### config.mk
export PLATFORM = sky130hd
export DESIGN_NAME = univ_shift_reg_p
export DESIGN_NICKNAME = d
export VERILOG_FILES = /design/src/rtl/univ_shift_reg_p.sv
export SDC_FILE = /design/constraint.sdc
export NUM_CORES = 1
export LEC_CHECK = 0
export ABC_AREA = 1
export BUFFER_PORTS_ARGS = -buffer_cell sky130_fd_sc_hd__buf_4
export CAP_MARGIN = 5
export CORE_MARGIN = 2
export CORE_UTILIZATION = 38
export DETAILED_ROUTE_END_ITERATION = 12
export GPL_ROUTABILITY_DRIVEN = 0
export PLACE_DENSITY = 0.65
export RECOVER_POWER = 50
export SYNTH_ARGS = -nofsm -noshare
export SYNTH_HDL_FRONTEND = slang
export SYNTH_SLANG_ARGS = --single-unit
### constraint.sdc
create_clock -name clk -period 1.6 [get_ports clk]
set_input_delay 0.32 -clock clk [delete_from_list [all_inputs] [get_ports clk]]
set_output_delay 0.32 -clock clk [all_outputs]
set_load 0.02 [all_outputs]
### src/rtl/univ_shift_reg_p.sv
// Universal shift register with single-step and counted multi-step operation.
// A multi-step request latches the operation and step count, then applies the
// operation once per cycle until the count is exhausted, pulsing done at the end.
module univ_shift_reg_p #(
    parameter int WIDTH = 8,
    parameter int CNT_W = $clog2(WIDTH + 1)
) (
    input  logic             clk,
    input  logic             rst,
    input  logic             en,
    input  logic [2:0]       mode,
    input  logic             sin_msb,
    input  logic             sin_lsb,
    input  logic [WIDTH-1:0] pin,
    input  logic             start,
    input  logic [CNT_W-1:0] amount,
    output logic [WIDTH-1:0] out,
    output logic             sout_lsb,
    output logic             sout_msb,
    output logic             busy,
    output logic             done
);

    localparam logic [2:0] MODE_HOLD = 3'b000;
    localparam logic [2:0] MODE_SHR  = 3'b001;
    localparam logic [2:0] MODE_SHL  = 3'b010;
    localparam logic [2:0] MODE_LOAD = 3'b011;
    localparam logic [2:0] MODE_ROR  = 3'b100;
    localparam logic [2:0] MODE_ROL  = 3'b101;
    localparam logic [2:0] MODE_ASR  = 3'b110;

    typedef enum logic {
        IDLE = 1'b0,
        RUN  = 1'b1
    } state_t;

    state_t           state_q, state_d;
    logic [WIDTH-1:0] out_q, out_d;
    logic [CNT_W-1:0] count_q, count_d;
    logic [2:0]       opMode_q, opMode_d;
    logic             done_q, done_d;

    // One application of an operation to the current contents. Hold, reserved
    // and anything unrecognised leave the value untouched.
    function automatic logic [WIDTH-1:0] applyOp(
        input logic [2:0]       op,
        input logic [WIDTH-1:0] cur,
        input logic             sMsb,
        input logic             sLsb,
        input logic [WIDTH-1:0] par
    );
        logic [WIDTH-1:0] res;
        res = cur;
        case (op)
            MODE_SHR:  res = {sMsb, cur[WIDTH-1:1]};
            MODE_SHL:  res = {cur[WIDTH-2:0], sLsb};
            MODE_LOAD: res = par;
            MODE_ROR:  res = {cur[0], cur[WIDTH-1:1]};
            MODE_ROL:  res = {cur[WIDTH-2:0], cur[WIDTH-1]};
            MODE_ASR:  res = {cur[WIDTH-1], cur[WIDTH-1:1]};
            default:   res = cur;
        endcase
        return res;
    endfunction

    // Only genuine shifting/rotating operations can be repeated; hold, load
    // and reserved requests fall through to the single-step path instead.
    function automatic logic isMultiStep(input logic [2:0] op);
        logic ok;
        ok = 1'b0;
        case (op)
            MODE_SHR, MODE_SHL, MODE_ROR, MODE_ROL, MODE_ASR: ok = 1'b1;
            MODE_HOLD, MODE_LOAD:                              ok = 1'b0;
            default:                                           ok = 1'b0;
        endcase
        return ok;
    endfunction

    // Next-state logic: accept requests in IDLE, count down steps in RUN.
    // A zero-step request still spends one cycle in RUN so done always
    // follows acceptance by at least two edges.
    always_comb begin
        state_d  = state_q;
        out_d    = out_q;
        count_d  = count_q;
        opMode_d = opMode_q;
        done_d   = 1'b0;
        case (state_q)
            IDLE: begin
                if (start && isMultiStep(mode)) begin
                    opMode_d = mode;
                    count_d  = amount;
                    state_d  = RUN;
                end else if (en) begin
                    out_d = applyOp(mode, out_q, sin_msb, sin_lsb, pin);
                end
            end
            RUN: begin
                if (count_q == '0) begin
                    state_d = IDLE;
                    done_d  = 1'b1;
                end else begin
                    out_d   = applyOp(opMode_q, out_q, sin_msb, sin_lsb, pin);
                    count_d = count_q - CNT_W'(1);
                    if (count_q == CNT_W'(1)) begin
                        state_d = IDLE;
                        done_d  = 1'b1;
                    end
                end
            end
            default: begin
                state_d = IDLE;
            end
        endcase
    end

    // State register with synchronous active-low reset that wins over
    // everything, aborting any operation in flight without a done pulse.
    always_ff @(posedge clk) begin
        if (!rst) begin
            state_q  <= IDLE;
            out_q    <= '0;
            count_q  <= '0;
            opMode_q <= MODE_HOLD;
            done_q   <= 1'b0;
        end else begin
            state_q  <= state_d;
            out_q    <= out_d;
            count_q  <= count_d;
            opMode_q <= opMode_d;
            done_q   <= done_d;
        end
    end

    assign out      = out_q;
    assign sout_lsb = out_q[0];
    assign sout_msb = out_q[WIDTH-1];
    assign busy     = (state_q == RUN);
    assign done     = done_q;

endmodule

After elaboration in Yosys (flattened, before gate mapping) --
Index checks and enable logic that the tools add are counted. Widths: inputs -> output; s select.
Cells by class: mux-type cells 17, eq/ne operators 23, magnitude comparators 0, reduce and logical (&&, ||, !) cells 8, add/sub/neg operators 1, multipliers 0, bitwise logic cells 1, shift operators 0, divide/modulo/power cells 0
Operators by type and width (count):
- $pmux 8 s6 | 2
- $mux 8 | 3
- $eq 3x3->1 const B | 6
- $pmux 8 s2 | 1
- $ne 7x1->1 const B | 2
- $eq 3x2->1 const B | 4
- $ne 2x2->1 const B | 6
- $ne 6x1->1 const B | 2
- $mux 4 | 2
- $pmux 4 s2 | 1
- $mux 1 | 7
- $reduce_and 7->1 | 1
- $eq 3x1->1 const B | 2
- $reduce_and 2->1 | 3
- $reduce_and 5->1 | 1
- $reduce_or 5->1 | 1
- $eq 4x1->1 const B | 1
- $logic_not 4->1 | 1
- $sub 4x1->4 const B | 1
- $pmux 1 s2 | 1
- $logic_and 1x1->1 | 1
- $not 1->1 | 1
Storage, ports and cells: memories 0, register bits after elaboration 17, bits in read-only memories 0, bits in writable memories 0, latch bits 0

Logic depth before layout (Yosys ltp) --
Gate-level depths: netlist (run 1).
word-level depth 7, mapped depth 11

Least setup slack after synthesis (run 1) --
OpenSTA, ideal clock, no wires.
path type reg2reg, start register state_q, in the netlist busy, end register out_q[5], in the netlist out[5], period minus slack after synthesis 1299 ps, slack 301 ps, arrival time 1180 ps, buffers on the path 2, stages on the path, launching flop included 8, required time 1480 ps, path through dfxtp_1 buf_2 inv_1 buf_2 a21oi_1 nand2_1 nand3_1 a21oi_1
Between the ends: word-level cells in the longest chain between the ends 3, elaborated cells on any way between the ends 8, those cells by class eq/ne: 5; mux: 1; bitwise: 1; reduce/logical: 1
Ends and longest elaborated chain:
- start: declaration | RTL line 37 | state_t state_q, state_d;
- start signal: assignment | RTL line 127 | state_q <= state_d;
- $not 1->1
- $ne 7x1->1 (no source line) / $ne 2x2->1 (equally long branches)
- $reduce_and 5->1 (no source line)
- end signal: assignment | RTL line 128 | out_q <= out_d;
- end: declaration | RTL line 38 | logic [WIDTH-1:0] out_q, out_d;
Parallel ways exist; a longest one is shown, timed or not. A chain may end at the register's enable or synchronous reset.

Final worst setup path (run 1) --
start register state_q, in the netlist busy, end output busy
RTL lines:
- end: declaration | RTL line 20 | output logic busy,
No word-level cell between the ends.

==> parameters.txt, run 1 <==
Parameter                              Value

Global route
  Global-route total usage across every layer    19.9%
  Maximum number of pins on one net before global-route repair    11
  Number of global-route vias before repair    around 1400
  Global-route wire length before repair    between 6 and 7 mm
  GRT Residual Overflow    0
  Antenna violations before repair    0

Critical path
  CP peak stage delay    0.52 ns
  Data required time at the worst endpoint    around 1.3 ns
  Slowest CP cell    sky130_fd_sc_hd__dfxtp_1
  Critical path buffer and inverter count    2
  R2r setup slk    approximately 0.13 ns
  Cells on worst reg2reg path    7
  Critical R2R Launch    count_q[0]$_SDFFE_PN0P_
  Capturing point of the worst reg2reg path    out[2]$_SDFFE_PN0P_
  Top cell family by delay on the critical path    flip-flops
  Cell type with the highest occurrence count on the critical path    sky130_fd_sc_hd__buf_4
  Setup crit start kind    flip-flop
  Ordered cell list for the critical path    buf_4 > buf_4
  Capturing element type of the critical path    primary output
  CP Data Arrival Time    1.19 ns
  Worst setup path class    reg2out
  Worst-path fanout max    10

Logic synthesis
  Fraction of the yosys area taken by sequential cells    between 20% and 30%
  Post-synth design cell area    between 1000 and 1500 um^2
  Number of warnings reported in the yosys synthesis log    0
  Synth Register Bits    17
  Synthesized net count    249
  Mapped Avg Cell Area    between 6 and 7 um^2
  Cells after Synth    between 200 and 250
  Post-synth cell types    30

Power
  Sequential share of power    between 40 and 50%
  Net switching component of the power    roughly 500 uW
  Logic pwr share    roughly two fifths
  Share of power burned in the clock network    between 20% and 30%
  Static power due to leakage    around 0.00073 uW
  Internal power summed over all cells    731 uW
  Areal power density over the cells    roughly 770 nW/um^2
  Switching share of power    about two fifths
  VDD IR max    about 470 uV

Clock network
  CTS tree    yes
  Setup Fix Bufs, Post-CTS    0
  Number of buffers inserted for hold repair after clock tree synthesis    0
  Reg clk slew, reported paths    0.11 ns
  Clock Latency Late Sink    about 0.3 ns
  Number of clock sinks seen by CTS    17
  Cells resized by post-CTS repair    0
  TritonCTS Buffers    3
  Clk buf depth    2
  CTS H-tree lvls    1
  CTS root buf    sky130_fd_sc_hd__clkbuf_4

Routing
  Routed via count divided by cell count    5.06
  1st-pass router iterations    4
  Post-route antenna net violation count    0
  1st-iter DRT viols    roughly 130
  Drt total wl    approximately 3.8 mm
  Via total after detailed routing    1523
  Wire length per cell after detailed routing    roughly 12 um
  Remaining DRCs    0

Floorplanning
  Initial standard-cell utilization of the core    ~40%
  Die outline height    roughly 64 um
  Number of top-level pins    33
  Width of the die    between 60 and 70 um
  Placement row count    21
  Die outline area    4080 um^2
  Core box area    around 3400 um^2

Min path
  Endpoint, Worst Hold    count_q[0]$_SDFFE_PN0P_
  Class of the tightest hold or removal check    in2reg
  Cell count of the worst hold path    3
  Hold_sp    amount[0]

STA
  Count of final hold-check violations    0
  Time the final worst path needs with I/O delays and setup    roughly 1.5 ns
  Worst-case headroom to the max-slew limit    77.2%
  RSZ-0062 raised after global routing    no
  Final Slew Violations    0
  Setup TNS    0 ns
  Fin Clk Skew    0.00295 ns
  Final-report setup violation count    0
  Period utilization    about 94%
  Maximum clock rate    0.662 GHz
  Worst hold slack    0.287 ns
  Actual slew at the worst max-slew pin    roughly 0.34 ns

Finish
  Most common cell after layout, fill and taps aside    sky130_fd_sc_hd__nand2_1
  Antenna diode instance count    0
  Fraction of final layout cells sized beyond drive strength 1    roughly 20%
  Net total in the final layout    280
  Most frequent cells in the layout    sky130_fd_sc_hd__nand2_1, sky130_fd_sc_hd__a21oi_1, sky130_fd_sc_hd__buf_4
  Area growth from synthesis to layout    18.8%
  Number of fillers in the final layout    393

Status
  Run status    finished, final reports clean

Place
  Count of buffers from port buffering    32
  Half-perimeter wire length of the detailed placement result    2.78 mm

Flow run
  Number of maximum-capacitance violations    0
kinds of logic after synthesis:
family                     after synthesis  synth area share, %
and+or+nand+nor                        114                 37.2
AOI/OAI and AO/OA                       59                 23.5
buffers and inverters                   30                 10.3
DFF                                     17                 25.0
adders and majority gates                3                 2.75
xor gates and xnor gates                 2                 1.28
sequential cells by signal (all words and copies together) (netlist names):
signal,count
out,8
count_q,4
opMode_q,3
busy,1
done,1
worst max-delay path by stage:
stage	from	to	slack (ns)	cells after the start
2_1_floorplan	busy$_SDFF_PN0_	out[5]$_SDFFE_PN0P_	0.30	7
3_3_place_gp	count_q[0]$_SDFFE_PN0P_	out[0]$_SDFFE_PN0P_	0.13	7
3_5_place_dp	count_q[0]$_SDFFE_PN0P_	out[6]$_SDFFE_PN0P_	0.12	7
4_1_cts	busy$_SDFF_PN0_	busy	0.09	2
5_1_grt	count_q[0]$_SDFFE_PN0P_	out[5]$_SDFFE_PN0P_	0.003	7
6_report	busy$_SDFF_PN0_	busy	0.09	2
layer usage:
| metal | up-vias | GRT usage, % | wire length, um |
|---|---|---|---|
| li1 | 805 | - | - |
| met1 | 673 | 26.2 | 1800 |
| met2 | 43 | 33.9 | 1750 |
| met3 | 2 | 4.23 | 196 |
| met4 | 0 | 2.72 | 12 |
| met5 | - | 0 | 0 |
layout make-up:
| type | count | area (um^2) | area share, % |
|---|---|---|---|
| Multi-Input combinational cell | 178 | 892 | 55.1 |
| Timing Repair Buffer | 35 | 221 | 13.7 |
| Tap cell | 46 | 57.6 | 3.55 |
| Sequential cell | 17 | 340 | 21.0 |
| Inverter | 21 | 81.3 | 5.02 |
| Clock inverter | 1 | 5.00 | 0.309 |
| Clock buffer | 3 | 22.5 | 1.39 |
synthesized netlist by cell type (all sizes together):
cell type	count	area, um^2
xor2	1	8.76
xnor2	1	8.76
o21bai	1	7.51
a21oi	40	211
or2	1	6.26
o21ai	14	73.8
nor3	1	5.00
dfxtp	17	340
buf	7	51.3
ha	3	37.5
o21a	1	7.51
nand4	4	25.0
clkinv	1	3.75
a31oi	2	12.5
nand3	21	125
nor2	23	91.3
nand2	64	255
inv	20	77.6
o211ai	1	7.51
clkbuf	2	7.51
power groups by stage:
stage,Combinational (uW),Sequential [uW],Clock [uW]
floorplan,328,533,0
global placement,490,525,0
detailed placement,491,525,0
CTS,493,516,251
global route,545,523,284
finish,477,516,250
tightest hold or removal path, stage by stage:
cell and delay [ns]:
sky130_fd_sc_hd__buf_4 0.11, sky130_fd_sc_hd__nand2_1 0.06, sky130_fd_sc_hd__a31oi_1 0.07
per-stage QoR:
stage | setup WS [ns] | utilization [%] | std cells | cell area, um^2 | power, uW
floorplan | 0.301 | - | 225 | 1360 | 861
global placement | 0.133 | 48.0 | 297 | 1630 | 1010
detailed placement | 0.123 | 48.0 | 297 | 1630 | 1020
CTS | 0.0934 | 48.8 | 301 | 1650 | 1260
global route | 0.00331 | 47.8 | 301 | 1620 | 1350
finish | 0.0886 | 47.8 | 301 | 1620 | 1240
No activity file was read; power rests on OpenSTA's default activity.
==> inputs of run 2 (changes only) <==
--- a/config.mk
+++ b/config.mk
@@ -9,10 +9,10 @@
 export BUFFER_PORTS_ARGS = -buffer_cell sky130_fd_sc_hd__buf_4
 export CAP_MARGIN = 5
 export CORE_MARGIN = 2
-export CORE_UTILIZATION = 38
+export CORE_UTILIZATION = 30
 export DETAILED_ROUTE_END_ITERATION = 12
 export GPL_ROUTABILITY_DRIVEN = 0
-export PLACE_DENSITY = 0.65
+export PLACE_DENSITY = 0.55
 export RECOVER_POWER = 50
 export SYNTH_ARGS = -nofsm -noshare
 export SYNTH_HDL_FRONTEND = slang
==> run 2 against run 1 <==
Compared with the run above:
- worst hold slack better by 0.049 ns
- first-iteration DRC count is 20% higher
- global-route usage fell by 3.4 points
- cell area up 3.3%
- non-clock buffer count increased by 4
- die area increased by 25%
- flip-flop and latch count unchanged
- routed wire length up 7.9%
- critical path type is now reg2reg
==> parameters.txt, run 2 (synthesized netlist as in run 1, its figures left out) <==
Parameter                              Value

Finish
  Most frequent cells in the layout    sky130_fd_sc_hd__nand2_1, sky130_fd_sc_hd__a21oi_1, sky130_fd_sc_hd__buf_4
  Number of fillers in the final layout    slightly below 500
  Cell Count, Final, Fillers Out    slightly above 300
  Antenna diode instance count    0
  Finished Cell Area    approximately 1700 um^2
  Fraction of final layout cells sized beyond drive strength 1    20.1%
  Number of flip-flops in the largest register    8
  Net total in the final layout    284
  Area growth from synthesis to layout    22.8%
  Most common cell after layout, fill and taps aside    sky130_fd_sc_hd__nand2_1

Critical path
  Critical path buffer and inverter count    3
  Ordered cell list for the critical path    clkinvlp_4 > buf_4 > nand3_2 > clkbuf_1 > o21ai_0 > a21oi_1
  Setup crit start kind    flip-flop
  Worst-path fanout max    12
  Capturing element type of the critical path    flip-flop
  Slowest CP cell    sky130_fd_sc_hd__dfxtp_1
  CP Data Arrival Time    1.68 ns
  Top cell family by delay on the critical path    buffers and inverters
  Data required time at the worst endpoint    roughly 1.8 ns
  Worst setup path class    reg2reg
  CP peak stage delay    roughly 0.53 ns

Floorplanning
  Number of top-level pins    33
  Core box area    4350 um^2
  Die outline area    5100 um^2
  Placement row count    24
  Initial standard-cell utilization of the core    between 30 and 40%
  Width of the die    just over 70 um
  Die outline height    about 70 um

Routing
  Via total after detailed routing    around 1600
  1st-iter DRT viols    around 160
  Wire length per cell after detailed routing    approximately 13 um
  Routed via count divided by cell count    just over 5
  1st-pass router iterations    4
  Remaining DRCs    0
  Drt total wl    approximately 4 mm
  Post-route antenna net violation count    0

Clock network
  CTS root buf    sky130_fd_sc_hd__clkbuf_8
  CTS tree    yes
  CTS H-tree lvls    1
  Clock Latency Late Sink    0.26 ns
  Clk buf depth    2
  Reg clk slew, reported paths    approximately 0.070 ns
  Number of clock sinks seen by CTS    17
  TritonCTS Buffers    3

Global route
  Maximum number of pins on one net before global-route repair    18
  Global routing usage on met1    a little over a fifth
  Antenna violations before repair    0
  Most used routing layer    met2
  GRT met2 Usage    between 20% and 30%
  Global-route wire length before repair    slightly below 7 mm
  Number of global-route vias before repair    between 1000 and 1500
  GR Layer Usage met3    under 10%
  Global-route total usage across every layer    between 15 and 20%
  GRT Residual Overflow    0

Power
  Static power due to leakage    about 0.00075 uW
  Areal power density over the cells    808 nW/um^2
  Share of power burned in the clock network    around a quarter
  VDD IR max    approximately 330 uV
  Logic pwr share    a little under two fifths
  Sequential share of power    a little under two fifths
  Net switching component of the power    approximately 530 uW
  Switching share of power    between 30% and 40%
  Internal power summed over all cells    around 830 uW

Place
  Cell count after placement    304
  Half-perimeter wire length of the detailed placement result    about 3 mm
  Post-Place Worst Slack    about 0.11 ns
  Count of buffers from port buffering    32
  Placed cell areas    about 1600 um^2

STA
  Final Slew Violations    0
  Count of final hold-check violations    0
  Worst-case headroom to the max-slew limit    75.1%
  Actual slew at the worst max-slew pin    0.373 ns
  Fin Clk Skew    0.00520 ns
  Setup TNS    0 ns
  Maximum clock rate    0.668 GHz
  RSZ-0062 raised after global routing    no
  Time the final worst path needs with I/O delays and setup    between 1 and 1.5 ns
  Final setup margin    0.102 ns
  Period utilization    93.6%
  Final-report setup violation count    0

Status
  Run status    finished, final reports clean

Flow run
  Number of maximum-capacitance violations    0

Min path
  Class of the tightest hold or removal check    in2reg
## run 2: cell count changes in the layout (fill, tap and decap cells not counted), moves of 2 or more
| cell | previous run | this run |
|---|---|---|
| sky130_fd_sc_hd__clkbuf_4 | 3 | 0 |
| sky130_fd_sc_hd__clkbuf_8 | 0 | 3 |
| sky130_fd_sc_hd__buf_4 | 24 | 27 |
| sky130_fd_sc_hd__clkbuf_1 | 11 | 13 |
| sky130_fd_sc_hd__nand3_2 | 5 | 3 |
## run 2: final timing paths
path                                              start                       end  slack, ns  cells after the start
worst max-delay path                    busy$_SDFF_PN0_  opMode_q[1]$_SDFFE_PN0P_       0.10                      6
worst min-delay path                          amount[0]   count_q[0]$_SDFFE_PN0P_       0.34                      3
worst max register to register          busy$_SDFF_PN0_  opMode_q[1]$_SDFFE_PN0P_       0.10                      6
worst min register to register  count_q[2]$_SDFFE_PN0P_   count_q[2]$_SDFFE_PN0P_       0.49                      2
## run 2: tightest hold or removal path, stage by stage
cell                      delay, ns
sky130_fd_sc_hd__buf_4         0.11
sky130_fd_sc_hd__nand2_1       0.05
sky130_fd_sc_hd__a31oi_1       0.07
## run 2: per-stage QoR
| stage | total power [uW] | hold WS [ns] | util [%] |
|---|---|---|---|
| 6_report | 1350 | 0.336 | 38.4 |
| 5_1_grt | 1450 | 0.355 | 38.4 |
| 4_1_cts | 1370 | 0.332 | 38.7 |
| 3_5_place_dp | 1020 | 0.481 | 37.7 |
| 3_3_place_gp | 1020 | 0.481 | 37.7 |
| 2_1_floorplan | 861 | 0.459 | - |
## run 2: cell type report
cell class | instances | area, um^2 | area share [%]
clock buffers | 4 | 45.0 | 2.69
inverters | 21 | 85.1 | 5.08
multi-input cells | 178 | 891 | 53.2
flip-flops and latches | 17 | 340 | 20.3
well taps | 52 | 65.1 | 3.89
repair buffers | 39 | 248 | 14.8
## run 2: routing by layer
metal / wire length [um] / vias to the layer above / share of wire (%)
met5: 0 / - / 0
li1: - / 810 / -
met2: 1960 / 50 / 48
met4: 19 / 0 / 0.47
met1: 1850 / 701 / 46
met3: 223 / 2 / 5.5
## run 2: timing repair
action / in CTS / in global routing
resized for setup: 0 / 2
buffers inserted: 0 / 3
endpoints found under the setup margin: 0 / 9
hold buffers: 0 / 0
## run 2: power by group through the flow
stage	registers, uW	clock network (uW)	logic [uW]
floorplan	533	0	328
global placement	525	0	499
detailed placement	525	0	499
CTS	515	352	501
global route	524	370	558
finish	517	338	498
==> inputs of run 3 (changes only) <==
--- a/config.mk
+++ b/config.mk
@@ -12,6 +12,7 @@
 export CORE_UTILIZATION = 30
 export DETAILED_ROUTE_END_ITERATION = 12
 export GPL_ROUTABILITY_DRIVEN = 0
+export MAX_ROUTING_LAYER = met4
 export PLACE_DENSITY = 0.55
 export RECOVER_POWER = 50
 export SYNTH_ARGS = -nofsm -noshare
==> run 3 against run 2 <==
Compared with the run above:
- combinational power hardly changed
- first-iteration DRC count is 22% lower
- sequential power hardly changed
- utilization stayed put
- clock skew hardly changed
- routed wire length hardly changed
- cell count stayed put
- global-route usage is 0.49 points higher
- worst hold slack hardly changed
- count of clock-buffer cells in the layout stayed put
- critical endpoint unchanged
- die area stayed put
==> parameters.txt, run 3 (synthesized netlist as in run 1, its figures left out) <==
Parameter                              Value

STA
  Period utilization    a little over nine tenths
  Actual slew at the worst max-slew pin    about 0.38 ns
  Count of final hold-check violations    0
  Time the final worst path needs with I/O delays and setup    1.50 ns
  Setup TNS    0 ns
  Fin Clk Skew    approximately 0.0048 ns
  Final-report setup violation count    0
  RSZ-0062 raised after global routing    no
  Final Slew Violations    0
  Maximum clock rate    around 0.67 GHz
  Worst-case headroom to the max-slew limit    about three quarters

Routing
  Remaining DRCs    0
  1st-pass router iterations    5
  Wire length per cell after detailed routing    ~13 um
  Routed via count divided by cell count    between 5 and 6
  1st-iter DRT viols    126
  Drt total wl    a little over 4 mm
  Via total after detailed routing    approximately 1600
  Post-route antenna net violation count    0

Clock network
  CTS root buf    sky130_fd_sc_hd__clkbuf_8
  Number of clock sinks seen by CTS    17
  Clk buf depth    2
  Clock Latency Late Sink    roughly 0.26 ns
  Reg clk slew, reported paths    ~0.07 ns
  CTS H-tree lvls    1
  CTS tree    yes
  TritonCTS Buffers    3
  Number of buffers inserted for hold repair after clock tree synthesis    0

Floorplanning
  Die outline area    just over 5000 um^2
  Initial standard-cell utilization of the core    a little under a third
  Number of top-level pins    33
  Core box area    4350 um^2
  Die outline height    ~71 um
  Width of the die    around 71 um
  Placement row count    24

Critical path
  CP peak stage delay    0.53 ns
  Worst setup path class    reg2reg
  Top cell family by delay on the critical path    buffers and inverters
  Ordered cell list for the critical path    clkinvlp_4 > buf_4 > nand3_2 > clkbuf_1 > o21ai_0 > a21oi_1
  Setup crit start kind    flip-flop
  Critical R2R Launch    busy$_SDFF_PN0_
  Capturing element type of the critical path    flip-flop
  Launching instance or port of the critical path    busy$_SDFF_PN0_
  CP Data Arrival Time    1.69 ns
  Critical path buffer and inverter count    3
  Worst-path fanout max    12
  Slowest CP cell    sky130_fd_sc_hd__dfxtp_1
  Data required time at the worst endpoint    between 1.5 and 2 ns

Status
  Run status    finished, final reports clean

Global route
  Antenna violations before repair    0
  Global-route total usage across every layer    approximately 17%
  Maximum number of pins on one net before global-route repair    18
  GRT Residual Overflow    0
  Number of global-route vias before repair    about 1500
  Global-route wire length before repair    around 6.8 mm

Power
  Net switching component of the power    528 uW
  Share of power burned in the clock network    about a quarter
  VDD IR max    about 330 uV
  Internal power summed over all cells    between 800 and 900 uW
  Sequential share of power    38.2%
  Static power due to leakage    0.000748 uW
  Logic pwr share    a little under two fifths
  Switching share of power    39.0%
  Areal power density over the cells    between 800 and 900 nW/um^2

Min path
  Class of the tightest hold or removal check    in2reg
  Hold_sp    amount[0]

Finish
  Number of fillers in the final layout    495
  Area growth from synthesis to layout    22.8%
  Most common cell after layout, fill and taps aside    sky130_fd_sc_hd__nand2_1
  Fraction of final layout cells sized beyond drive strength 1    between 20 and 25%
  Cell Count, Final, Fillers Out    between 300 and 400
  Most frequent cells in the layout    sky130_fd_sc_hd__nand2_1, sky130_fd_sc_hd__a21oi_1, sky130_fd_sc_hd__buf_4
  Number of flip-flops in the largest register    8
  Net total in the final layout    approximately 280
  Antenna diode instance count    0

Place
  Half-perimeter wire length of the detailed placement result    between 2 and 3 mm
  Cell count after placement    around 300
  Count of buffers from port buffering    32

Flow run
  Number of maximum-capacitance violations    0
run 3: cell counts in the layout (fill, tap and decap cells not counted):
Identical to the previous run, type by type.
run 3: final timing paths:
path,slack (ns),depth (start not counted),end
hold reg to reg,0.49,2,count_q[2]$_SDFFE_PN0P_
setup reg to reg,0.10,6,opMode_q[1]$_SDFFE_PN0P_
hold / removal,0.34,3,count_q[0]$_SDFFE_PN0P_
setup / recovery,0.10,6,opMode_q[1]$_SDFFE_PN0P_
run 3: final cells by class:
type                       instances  area (um^2)  area share, %
clock buffer                       4         45.0           2.69
inverter                          21         85.1           5.08
multi-input combinational        178          891           53.2
sequential                        17          340           20.3
tap                               52         65.1           3.89
timing repair buffer              39          248           14.8
run 3: timing repair:
item | 4_1_cts | 5_1_grt
endpoints found under the setup margin | 0 | 9
setup buffers | 0 | 3
resized for setup | 0 | 2
run 3: worst register-to-register path, stage by stage (launching register included):
cell and delay [ns]:
sky130_fd_sc_hd__dfxtp_1 0.53, sky130_fd_sc_hd__clkinvlp_4 0.13, sky130_fd_sc_hd__buf_4 0.19, sky130_fd_sc_hd__nand3_2 0.10, sky130_fd_sc_hd__clkbuf_1 0.24, sky130_fd_sc_hd__o21ai_0 0.12, sky130_fd_sc_hd__a21oi_1 0.12
run 3: per-stage QoR:
stage | power (uW) | setup slack (ns) | hold slack, ns | cell area, um^2 | util [%]
6_report | 1350 | 0.100 | 0.336 | 1670 | 38.4
5_1_grt | 1450 | 0.000282 | 0.355 | 1670 | 38.4
4_1_cts | 1370 | 0.0996 | 0.332 | 1690 | 38.7
3_5_place_dp | 1020 | 0.108 | 0.481 | 1640 | 37.7
3_3_place_gp | 1020 | 0.118 | 0.481 | 1640 | 37.7
2_1_floorplan | 861 | 0.301 | 0.459 | 1360 | -
run 3: power groups by stage:
stage / clock [uW] / combinational (uW) / sequential, uW
6_report: 340 / 498 / 517
5_1_grt: 370 / 558 / 524
4_1_cts: 352 / 501 / 515
3_5_place_dp: 0 / 499 / 525
3_3_place_gp: 0 / 499 / 525
2_1_floorplan: 0 / 328 / 533
run 3: routing by layer:
| metal | vias to the layer above | wire, um | global-route usage [%] |
|---|---|---|---|
| li1 | 809 | - | - |
| met1 | 715 | 1840 | 21.3 |
| met2 | 56 | 1950 | 28.4 |
| met3 | 4 | 245 | 3.66 |
| met4 | 0 | 25 | 3.14 |
| met5 | - | 0 | - |
